==> src/rtl/mem_ctrl_arbiter_pkg.sv <==
// Shared types for the memory-controller arbiter: block address/data, request type, read tag.
// Latency: n/a (types and constants only).
// Backpressure: n/a.
package mem_ctrl_arbiter_pkg;

    localparam int MAIN_MEM_BLOCK_ADDR_W = 32;
    localparam int BLOCK_DATA_W          = 64;
    // Tag channel-id field is sized for up to 16 requesters.
    localparam int MEM_ARB_CH_ID_W       = 4;

    typedef logic [MAIN_MEM_BLOCK_ADDR_W-1:0] main_mem_block_addr_t;
    typedef logic [BLOCK_DATA_W-1:0]          block_data_t;

    typedef enum logic {
        REQ_READ  = 1'b0,
        REQ_WRITE = 1'b1
    } req_type_t;

    // One entry per outstanding read: who gets the response, and whether it is discarded.
    typedef struct packed {
        logic [MEM_ARB_CH_ID_W-1:0] ch_id;
        logic                       drop;
    } mem_arb_tag_t;

endpackage

==> src/rtl/rr_arbiter.sv <==
// Round-robin selector: first eligible requester at or after ptr, wrapping modulo N.
// Latency: purely combinational.
// Backpressure: none; the caller decides when the grant is consumed and moves ptr.
//
// Ports: eligible[N] request mask, ptr starting index (must be < N),
//        grant one-hot, grant_idx encoded winner, any = at least one eligible.
module rr_arbiter #(
    parameter int  N     = 2,
    localparam int IDX_W = (N > 1) ? $clog2(N) : 1
) (
    input  logic [N-1:0]     eligible,
    input  logic [IDX_W-1:0] ptr,
    output logic [N-1:0]     grant,
    output logic [IDX_W-1:0] grant_idx,
    output logic             any
);

    always_comb begin : select
        // One extra bit so ptr + offset (< 2N) cannot overflow before the wrap.
        logic [IDX_W:0] idx;
        idx       = '0;
        grant     = '0;
        grant_idx = '0;
        any       = 1'b0;
        for (int off = 0; off < N; off++) begin
            idx = {1'b0, ptr} + (IDX_W+1)'(off);
            if (idx >= (IDX_W+1)'(N)) begin
                idx = idx - (IDX_W+1)'(N);
            end
            if (!any && eligible[idx[IDX_W-1:0]]) begin
                any                     = 1'b1;
                grant[idx[IDX_W-1:0]]   = 1'b1;
                grant_idx               = idx[IDX_W-1:0];
            end
        end
    end

endmodule

==> src/rtl/mem_ctrl_arbiter.sv <==
// N-channel arbiter onto one memory-controller port; round-robin grant, in-order read-response routing with per-channel flush.
// Latency: request path and response path are both combinational (zero cycles); tracking state updates on the clock edge.
// Backpressure: mem_req_ready is passed to the granted channel only; reads stall while MAX_OUTSTANDING reads are in flight, writes never stall on that.
//
// Ports: clk/rst_aL; per-channel req_valid/req_type/req_block_addr/req_block_data -> req_ready;
//        flush[N_CH] discards that channel's in-flight reads; resp_valid (one-hot) + shared resp_block_data;
//        mem_req_* / mem_req_ready to the controller; mem_resp_valid/mem_resp_block_data back;
//        err_unexpected_resp sticky flag for a response with nothing outstanding.
module mem_ctrl_arbiter
    import mem_ctrl_arbiter_pkg::*;
#(
    parameter int  N_CH            = 2,  // up to 2**MEM_ARB_CH_ID_W requesters
    parameter int  MAX_OUTSTANDING = 4,  // power of 2, >= 2
    localparam int CH_ID_W         = $clog2(N_CH)
) (
    input  logic                                 clk,
    input  logic                                 rst_aL,

    input  logic                 [N_CH-1:0]      req_valid,
    input  req_type_t            [N_CH-1:0]      req_type,
    input  main_mem_block_addr_t [N_CH-1:0]      req_block_addr,
    input  block_data_t          [N_CH-1:0]      req_block_data,
    output logic                 [N_CH-1:0]      req_ready,
    input  logic                 [N_CH-1:0]      flush,
    output logic                 [N_CH-1:0]      resp_valid,
    output block_data_t                          resp_block_data,

    output logic                                 mem_req_valid,
    output req_type_t                            mem_req_type,
    output main_mem_block_addr_t                 mem_req_block_addr,
    output block_data_t                          mem_req_block_data,
    input  logic                                 mem_req_ready,
    input  logic                                 mem_resp_valid,
    input  block_data_t                          mem_resp_block_data,

    output logic                                 err_unexpected_resp
);

    localparam int PTR_W = $clog2(MAX_OUTSTANDING);
    localparam int CNT_W = PTR_W + 1;

    mem_arb_tag_t             tag_q [MAX_OUTSTANDING];
    logic [PTR_W-1:0]         head;
    logic [PTR_W-1:0]         tail;
    logic [CNT_W-1:0]         count;
    logic [CH_ID_W-1:0]       rr_ptr;
    logic                     err_q;

    logic                     fifo_full;
    logic                     fifo_empty;
    logic [N_CH-1:0]          eligible;
    logic [N_CH-1:0]          gnt_oh;
    logic [CH_ID_W-1:0]       gnt_idx;
    logic                     gnt_any;
    logic                     hs;
    logic                     push;
    logic                     pop;
    mem_arb_tag_t             head_tag;
    logic [MAX_OUTSTANDING-1:0] flush_hit;
    logic [N_CH-1:0]          resp_int;

    assign fifo_full  = (count == CNT_W'(MAX_OUTSTANDING));
    assign fifo_empty = (count == '0);

    // A full tracker blocks reads even when a response frees a slot this cycle,
    // which keeps eligibility independent of the response path.
    always_comb begin
        for (int i = 0; i < N_CH; i++) begin
            eligible[i] = req_valid[i] && !flush[i] &&
                          ((req_type[i] == REQ_WRITE) || !fifo_full);
        end
    end

    rr_arbiter #(.N(N_CH)) u_rr_arbiter (
        .eligible  (eligible),
        .ptr       (rr_ptr),
        .grant     (gnt_oh),
        .grant_idx (gnt_idx),
        .any       (gnt_any)
    );

    assign hs       = gnt_any && mem_req_ready;
    assign push     = hs && (req_type[gnt_idx] == REQ_READ);
    assign pop      = mem_resp_valid && !fifo_empty;
    assign head_tag = tag_q[head];

    // Mark every live entry belonging to a flushed channel. Entry k is live when
    // its distance from head (mod depth) is below the occupancy count.
    always_comb begin : flush_match
        logic [PTR_W-1:0] off;
        logic             id_hit;
        off       = '0;
        id_hit    = 1'b0;
        flush_hit = '0;
        for (int k = 0; k < MAX_OUTSTANDING; k++) begin
            off    = PTR_W'(k) - head;
            id_hit = 1'b0;
            for (int i = 0; i < N_CH; i++) begin
                if (flush[i] && (tag_q[k].ch_id == MEM_ARB_CH_ID_W'(i))) begin
                    id_hit = 1'b1;
                end
            end
            flush_hit[k] = id_hit && ({1'b0, off} < count);
        end
    end

    // A flush landing on the head in the same cycle as its response drops it too.
    always_comb begin
        resp_int = '0;
        if (pop && !head_tag.drop && !flush_hit[head]) begin
            for (int i = 0; i < N_CH; i++) begin
                if (head_tag.ch_id == MEM_ARB_CH_ID_W'(i)) begin
                    resp_int[i] = 1'b1;
                end
            end
        end
    end

    always_ff @(posedge clk or negedge rst_aL) begin
        if (!rst_aL) begin
            head   <= '0;
            tail   <= '0;
            count  <= '0;
            rr_ptr <= '0;
            err_q  <= 1'b0;
            for (int k = 0; k < MAX_OUTSTANDING; k++) begin
                tag_q[k] <= '0;
            end
        end else begin
            for (int k = 0; k < MAX_OUTSTANDING; k++) begin
                if (flush_hit[k]) begin
                    tag_q[k].drop <= 1'b1;
                end
            end
            // The tail slot is never live on a push, so it cannot collide with a flush mark.
            if (push) begin
                tag_q[tail] <= '{ch_id: MEM_ARB_CH_ID_W'(gnt_idx), drop: 1'b0};
                tail        <= tail + PTR_W'(1);
            end
            if (pop) begin
                head <= head + PTR_W'(1);
            end
            if (push && !pop) begin
                count <= count + CNT_W'(1);
            end else if (!push && pop) begin
                count <= count - CNT_W'(1);
            end
            if (hs) begin
                rr_ptr <= (gnt_idx == CH_ID_W'(N_CH - 1)) ? '0 : gnt_idx + CH_ID_W'(1);
            end
            if (mem_resp_valid && fifo_empty) begin
                err_q <= 1'b1;
            end
        end
    end

    // Outputs are forced low while reset is held, including the combinational paths.
    assign mem_req_valid       = rst_aL && gnt_any;
    assign mem_req_type        = rst_aL ? req_type[gnt_idx] : REQ_READ;
    assign mem_req_block_addr  = rst_aL ? req_block_addr[gnt_idx] : '0;
    assign mem_req_block_data  = rst_aL ? req_block_data[gnt_idx] : '0;
    assign req_ready           = (rst_aL && mem_req_ready) ? gnt_oh : '0;
    assign resp_valid          = rst_aL ? resp_int : '0;
    assign resp_block_data     = rst_aL ? mem_resp_block_data : '0;
    assign err_unexpected_resp = rst_aL && err_q;

endmodule

==> config.mk <==
export PLATFORM = sky130hd
export DESIGN_NAME = mem_ctrl_arbiter
export DESIGN_NICKNAME = d
export VERILOG_FILES = /design/src/rtl/mem_ctrl_arbiter_pkg.sv /design/src/rtl/rr_arbiter.sv /design/src/rtl/mem_ctrl_arbiter.sv
export SDC_FILE = /design/constraint.sdc
export NUM_CORES = 1
export LEC_CHECK = 0
export ABC_AREA = 1
export BUFFER_PORTS_ARGS = -buffer_cell sky130_fd_sc_hd__buf_2
export CAP_MARGIN = 10
export CORE_AREA = 2 2 166 168
export CTS_CLUSTER_SIZE = 25
export DETAILED_ROUTE_END_ITERATION = 6
export DIE_AREA = 0 0 168 170
export SETUP_SLACK_MARGIN = 0.05
export SLEW_MARGIN = 10
export SYNTH_ARGS = -nofsm -noshare
export SYNTH_HDL_FRONTEND = slang
export SYNTH_SLANG_ARGS = --single-unit
==> constraint.sdc <==
create_clock -name clk -period 2.1 [get_ports clk]
set_input_delay 0.21 -clock clk [delete_from_list [all_inputs] [get_ports clk]]
set_output_delay 0.21 -clock clk [all_outputs]
set_load 0.02 [all_outputs]
-- After elaboration in Yosys (flattened, before gate mapping)
Cells that the tools add are included.
- register bits: 29
- bits of input ports: 266
- output and inout port bits: 167
- logic and storage cells: 154
- add/sub/neg operators: 12
- magnitude comparators: 15
- eq/ne operators: 6
- muxes and demuxes: 55
- bitwise operators: 4
- reductions and logical operators: 49
- operators with widths (cell ; number):
    64-bit 2-to-1 mux ; 4
    32-bit 2-to-1 mux ; 3
    1-bit logical AND ; 31
    1-bit 2-to-1 mux ; 31
    20-bit bitwise mux ; 1
    4-bit by 1-bit == test with 1-bit output (second input constant) ; 5
    4-bit logical NOT ; 5
    16-bit 2-to-1 mux ; 1
    5-bit 2-to-1 mux ; 3
    2-bit by 3-bit < comparator with 1-bit output ; 4
    5-bit binary-select mux with 2-bit select ; 1
    5-bit demux with 2-bit select ; 1
    2-bit 2-to-1 mux ; 5
    1-bit logical NOT ; 9
    3-bit >= comparator (second input constant) ; 2
    1-bit by 2-bit < comparator with 1-bit output (second input constant) ; 3
    3-bit 2-to-1 mux ; 2
    2-bit NOT with 3-bit output ; 2
    2-bit by 1-bit adder with 2-bit output (second input constant) ; 2
    1-bit by 2-bit subtractor with 2-bit output (first input constant) ; 2
    2-bit subtractor (first input constant) ; 2
    3-bit by 1-bit adder with 3-bit output (second input constant) ; 1
    3-bit == test (second input constant) ; 1
    3-bit logical NOT ; 1
    15 further kinds ; 19

-- Logic depth before layout (Yosys ltp)
- depth after elaboration: 18
- mapped depth: 16
- depth with buffers taken out: 16

-- Hierarchy
A second synthesis with hierarchy kept.
- cell total of the unflattened synthesis: 622
- area, all modules: 3049.2 sq um
- modules (own cells, without submodules) (module ; instances ; cells each ; area each (sq um) ; seq. area each (sq um)):
    mem_ctrl_arbiter ; 1 ; 615 ; 3019.1 ; 425.4
    rr_arbiter ; 1 ; 7 ; 30.0 ; 0.0

-- Worst setup path after synthesis
No wires, ideal clock.
- kind: flip-flop to flip-flop
- from: register count[0]
- to: register count[2]
- arrival time: 2146 ps
- slack: -177 ps
- cell stages (with the launch flop): 16
- clock period less this slack: 2277 ps
- path through: dfrtp_1 > nor2_4 > nand3_2 > nand2_1 > inv_2 > o21ai_4 > nand2_1 > nand2_2 > nand2_1 > inv_1 > ha_1 > inv_1 > fa_1 > a21oi_1 > o21ai_0 > xor2_1
- word-level cells in the longest chain between the ends: 17
- ends and longest elaborated chain (element ; line ; RTL):
    from (decl) ; mem_ctrl_arbiter.sv:45 ; logic [CNT_W-1:0] count;
    from (signal assigned) ; mem_ctrl_arbiter.sv:144 ; count <= count + CNT_W'(1);
    from (signal assigned) ; mem_ctrl_arbiter.sv:146 ; count <= count - CNT_W'(1);
    3-bit == test (*) ; mem_ctrl_arbiter.sv:62 ; assign fifo_full = (count == CNT_W'(MAX_OUTSTANDING));
    1-bit logical NOT (*) ; mem_ctrl_arbiter.sv:70 ; ((req_type[i] == REQ_WRITE) || !fifo_full);
    1-bit logical OR ; mem_ctrl_arbiter.sv:70 ;
    1-bit logical AND ; mem_ctrl_arbiter.sv:69 ; eligible[i] = req_valid[i] && !flush[i] &&
    1-bit 2-to-1 mux (implied by the code) (2 in series) ; rr_arbiter.sv:30 ; if (!any && eligible[idx[IDX_W-1:0]]) begin
    1-bit 2-to-1 mux ; rr_arbiter.sv:30 ;
    1-bit logical NOT ; rr_arbiter.sv:30 ;
    1-bit logical AND ; rr_arbiter.sv:30 ;
    1-bit 2-to-1 mux ; rr_arbiter.sv:30 ;
    1-bit 2-to-1 mux (implied by the code) (2 in series) ; mem_ctrl_arbiter.sv:83 ; assign push = hs && (req_type[gnt_idx] == REQ_READ);
    1-bit NOT ; mem_ctrl_arbiter.sv:83 ;
    1-bit logical AND (*) ; mem_ctrl_arbiter.sv:83 ;
    via push ; mem_ctrl_arbiter.sv:56 ; logic push;
    1-bit logical NOT ; mem_ctrl_arbiter.sv:145 ; end else if (!push && pop) begin
    1-bit logical AND ; mem_ctrl_arbiter.sv:145 ;
    2-bit nonzero test (no line) ; n/a ;
The timed path passes the listed nets; every way through them passes the cells marked *. The select of a mux whose other input is x is not followed.
A chain may end at the register's enable or synchronous reset.

-- Final worst setup path
- from: register count[0]
- to: output mem_req_block_addr[4]
- word-level cells in the longest chain between the ends: 13
- ends and longest elaborated chain (element ; line ; RTL):
    3-bit == test (*) ; mem_ctrl_arbiter.sv:62 ;
    1-bit logical NOT (*) ; mem_ctrl_arbiter.sv:70 ;
    1-bit logical OR ; mem_ctrl_arbiter.sv:70 ;
    1-bit logical AND ; mem_ctrl_arbiter.sv:69 ;
    1-bit 2-to-1 mux (implied by the code) (2 in series) ; rr_arbiter.sv:30 ;
    1-bit 2-to-1 mux ; rr_arbiter.sv:30 ;
    1-bit logical NOT ; rr_arbiter.sv:30 ;
    1-bit logical AND ; rr_arbiter.sv:30 ;
    1-bit 2-to-1 mux (*) ; rr_arbiter.sv:30 ;
    32-bit 2-to-1 mux (implied by the code) (*) (2 in series) ; mem_ctrl_arbiter.sv:160 ; assign mem_req_block_addr = rst_aL ? req_block_addr[gnt_idx] : '0;
    32-bit 2-to-1 mux (*) ; mem_ctrl_arbiter.sv:160 ;
    to (decl) ; mem_ctrl_arbiter.sv:30 ; output main_mem_block_addr_t mem_req_block_addr,
Every way passes the cells marked *; elsewhere a longest branch is shown, timed or not. The select of a mux whose other input is x is not followed.

==> out/results.md <==
| Group | Quantity | This run |
| --- | --- | --- |
| outcome | Outcome | complete, but fails checks |
| outcome | Failing checks | negative hold slack, negative setup slack |
| clocking | Number of levels in the clock H-tree | 1 |
| clocking | Total clock buffers created by CTS | 3 |
| routing | DRT Wirelength | 20700 um |
| power and ir drop | Power Dens Cells | 637 nW/um^2 |
| global route | Antenna violations before repair | 1 |
| power and ir drop | Leakage power figure | 4.06 nW |
| timing | Final critical delay including setup and external delays | 2.19 ns |
| synthesis | Post-Synthesis Net Count | 895 |
| routing | Via density per instance | 4.03 |
| flow run | Number of max-capacitance violations reported | 0 |
| synthesis | Multiplexer share of the synthesized area | 0% |
| timing | PnR worst setup slack | -0.0935 ns |
| die | Floorplan die area | 28600 um^2 |
| routing | Average wire per cell in the routed design | 14.7 um |
| place | Gp weighted congestion | 0.833 |
| die | Die extent in x | 168 um |
| setup path | Critical Path Source Type | flip-flop |
| timing | Final period utilization | 104% |
| timing | Hold violation total from the final report | 4 |
| place | Placed insts | 1377 |
| hold path | Path category of the worst min-delay check | in2async |
| global route | Wire length of the first global-routing pass | 28500 um |
| clocking | CTS tree | yes |
| die | Chip height | 170 um |
| setup path | Worst-path maximum fanout | 14 |
| synthesis | Cell Area, Synth | 3160 um^2 |
| routing | Length of routed wiring on met1 | 8180 um |
| global route | GRT Overall Usage | 12.5% |
| die | Initial core utilization | 11.9% |
| setup path | Endpoint kind of the worst setup timing path | primary output |
| routing | First-pass iteration count of the detailed router | 5 |
| routing | Met2 Wirelength | 10300 um |
| cells and area | Leading cell type in the layout, fill and taps excluded | sky130_fd_sc_hd__buf_2 |
| synthesis | Xor and xnor fraction of the mapped netlist area | 0.832% |
| setup path | Launch point of the worst reg-to-reg path | count[0]$_DFFE_PN0P_ |
| place | Half-perimeter wire length after detailed placement | 15200 um |
| timing | Final setup skew | 0.00192 ns |
| routing | Routed length on met3 | 1720 um |
| synthesis | Simple-gate portion of the synthesized area | 44.1% |
| routing | Violation count after the first detailed-route iteration | 239 |
| timing | Number of failing setup endpoints in the final timing report | 22 |
| cells and area | Final layout net count | 1340 |
| routing | Number of nets still failing antenna checks after routing | 0 |
| timing | Slew @ Worst Pin | 0.665 ns |
| timing | Max-slew violations | 0 |
| cells and area | Area growth syn-to-layout | 114% |
| clocking | Clk Latency, worst-skew pair | 0.25 ns |
| power and ir drop | Peak ir drop on the vdd network | 0.000340 V |
| synthesis | Number of distinct library cells after synthesis | 29 |
| timing | Worst rel slew slack | 55.5% |
| cells and area | Layout cells sized above 1 | 53.7% |
| setup path | Data arrival time of the critical path | 1.98 ns |
| cells and area | Number of standard cells in the final layout excluding fillers | 1405 |
| synthesis | Post-synthesis instance total | 619 |
| clocking | Maximum root-to-sink buffer count | 2 |
| clocking | CTS clk-pin slew, worst paths | 0.05 ns |
| die | Cell row count | 60 |
| routing | Overall via count from detail_route | 5659 |
| setup path | Data required time at the worst endpoint | 1.89 ns |
| cells and area | Filler cell count | 2989 |
| setup path | Launch point of the worst path | count[0]$_DFFE_PN0P_ |
| synthesis | Area share of fa/ha/maj cells after synthesis | 4.20% |
| timing | Maximum clock rate | 456 MHz |
| synthesis | Fraction of the yosys area taken by sequential cells | 13.5% |
| global route | Via count of the first global-routing pass | 5452 |
| place | Total of buffers placed on input and output ports | 432 |
| global route | Maximum number of pins on one net before global-route repair | 89 |
| synthesis | Synthesized-area fraction occupied by ao, oa, aoi and oai cells | 18.0% |
| global route | Sum of overflow across all layers after global routing | 0 |
| power and ir drop | Total power of the final layout | 4.30 mW |
| timing | Setup repair after global routing missed its margin | yes |
| routing | DRC violation count after routing | 0 |
| synthesis | Avg Synthesized Cell Area | 5.10 um^2 |
| timing | Final worst hold slack | -0.0148 ns |
| cells and area | Commonest cells after routing, fill and taps aside | 340 x sky130_fd_sc_hd__buf_2, 156 x sky130_fd_sc_hd__nor2_1, 112 x sky130_fd_sc_hd__buf_4 |
| synthesis | Synth warn | 0 |
| clocking | Number of clock sinks | 17 |
| synthesis | Largest family of logic cells by synthesized area | simple AND/OR/NAND/NOR gates |
| routing | Highest signal layer in the routed design | met4 |
| clocking | Cell at the root of the clock tree | sky130_fd_sc_hd__clkbuf_16 |
| setup path | Setup CP Type | reg2out |
| synthesis | Register bit total from synthesis | 17 |
| place | Post-Place Worst Slack | -0.0293 ns |
| die | I/O pins | 433 |
| die | CORE AREA | 26700 um^2 |
-- per-layer routing --
metal  track usage [%]  vias to the layer above
li1                  -                     2786
met1              15.0                     2492
met2              22.9                      350
met3              2.19                       31
met4              3.74                        0
met5                 0                        -
-- synthesized netlist by cell type, drive strengths merged --
cell    instances  share of area [%]
xnor2           1               0.28
fa              1               0.63
a22o            1               0.28
ha              9                3.6
a31o            1               0.28
xor2            2               0.55
clkinv          1               0.12
and2            4               0.79
o21ai         104                 17
clkbuf         19                2.3
a21oi           4               0.63
buf            21                6.2
inv            91                 11
nor3            2               0.32
nand3          13                2.4
nand4           9                1.8
dfrtp          17                 13
nand2         114                 14
nor2          204                 25
nor3b           1               0.24
-- worst max-delay path, stage by stage (launching register included) --
cell                      delay [ns]
sky130_fd_sc_hd__dfrtp_2        0.42
sky130_fd_sc_hd__nor2_4         0.15
sky130_fd_sc_hd__nand3_2        0.11
sky130_fd_sc_hd__nand2_4        0.11
sky130_fd_sc_hd__nand2_4        0.06
sky130_fd_sc_hd__nand2_4        0.06
sky130_fd_sc_hd__buf_12         0.19
sky130_fd_sc_hd__buf_16         0.18
sky130_fd_sc_hd__nor2_1         0.05
sky130_fd_sc_hd__nor2_1         0.20
sky130_fd_sc_hd__buf_4          0.19
-- cell families after synthesis --
group,after synthesis
simple gates,347
xor+xnor,3
fa+ha+maj,10
buf+inv,132
flops,17
compound gates,110
-- final timing paths --
kind	endpoint	slack, ns	depth (start not counted)
max in group asynchronous	head[1]$_DFFE_PN0P_	0.78	3
hold reg to reg	err_q$_DFFE_PN0P_	0.52	1
setup reg to reg	count[2]$_DFFE_PN0P_	-0.03	15
hold / removal	err_q$_DFFE_PN0P_	-0.01	2
setup / recovery	mem_req_block_addr[4]	-0.09	10
min in group clk	err_q$_DFFE_PN0P_	0.24	2
-- where the power goes --
part | leakage [nW] | total [mW] | internal (mW) | switching, mW
clock | 0.0382 | 0.398 | 0.259 | 0.139
combinational | 3.83 | 3.29 | 1.45 | 1.83
sequential | 0.191 | 0.617 | 0.471 | 0.146
total | 4.06 | 4.30 | 2.18 | 2.12
-- state kept, by name (all words and copies together), names as in the netlist --
| signal | flops |
|---|---|
| count | 3 |
| err_q | 1 |
| head | 2 |
| rr_ptr | 1 |
| tag_q | 8 |
| tail | 2 |
-- per-stage QoR --
stage	TNS, ns	hold slack, ns	util, %	cell area, um^2
after detailed placement	-0.0293	0.265	21.6	5760
after global placement	-0.00728	0.265	21.6	5760
final	-0.672	-0.0148	25.3	6750
after floorplan	-0.0892	-0.0856	-	3190
after global routing	-7.41	0.0252	25.3	6750
after CTS	-1.45	0.00958	24.7	6580
-- what timing repair did --
action | in CTS | in global routing
pin swaps | 32 | 6
setup endpoints to repair | 100 | 103
gates resized for setup | 159 | 44
endpoints found under the hold margin | 13 | 0
cloned | 6 | 4
hold buffers | 1 | 0
setup buffers | 11 | 3
-- final cells by class --
type,count,area (um^2),area share [%]
antenna,1,2.50,0.0371
inverter,92,353,5.22
timing repair buffer,480,3070,45.5
sequential,17,428,6.34
tap,341,427,6.32
multi-input combinational,470,2390,35.4
clock buffer,4,78.8,1.17
(Power assumes the default switching activity.)
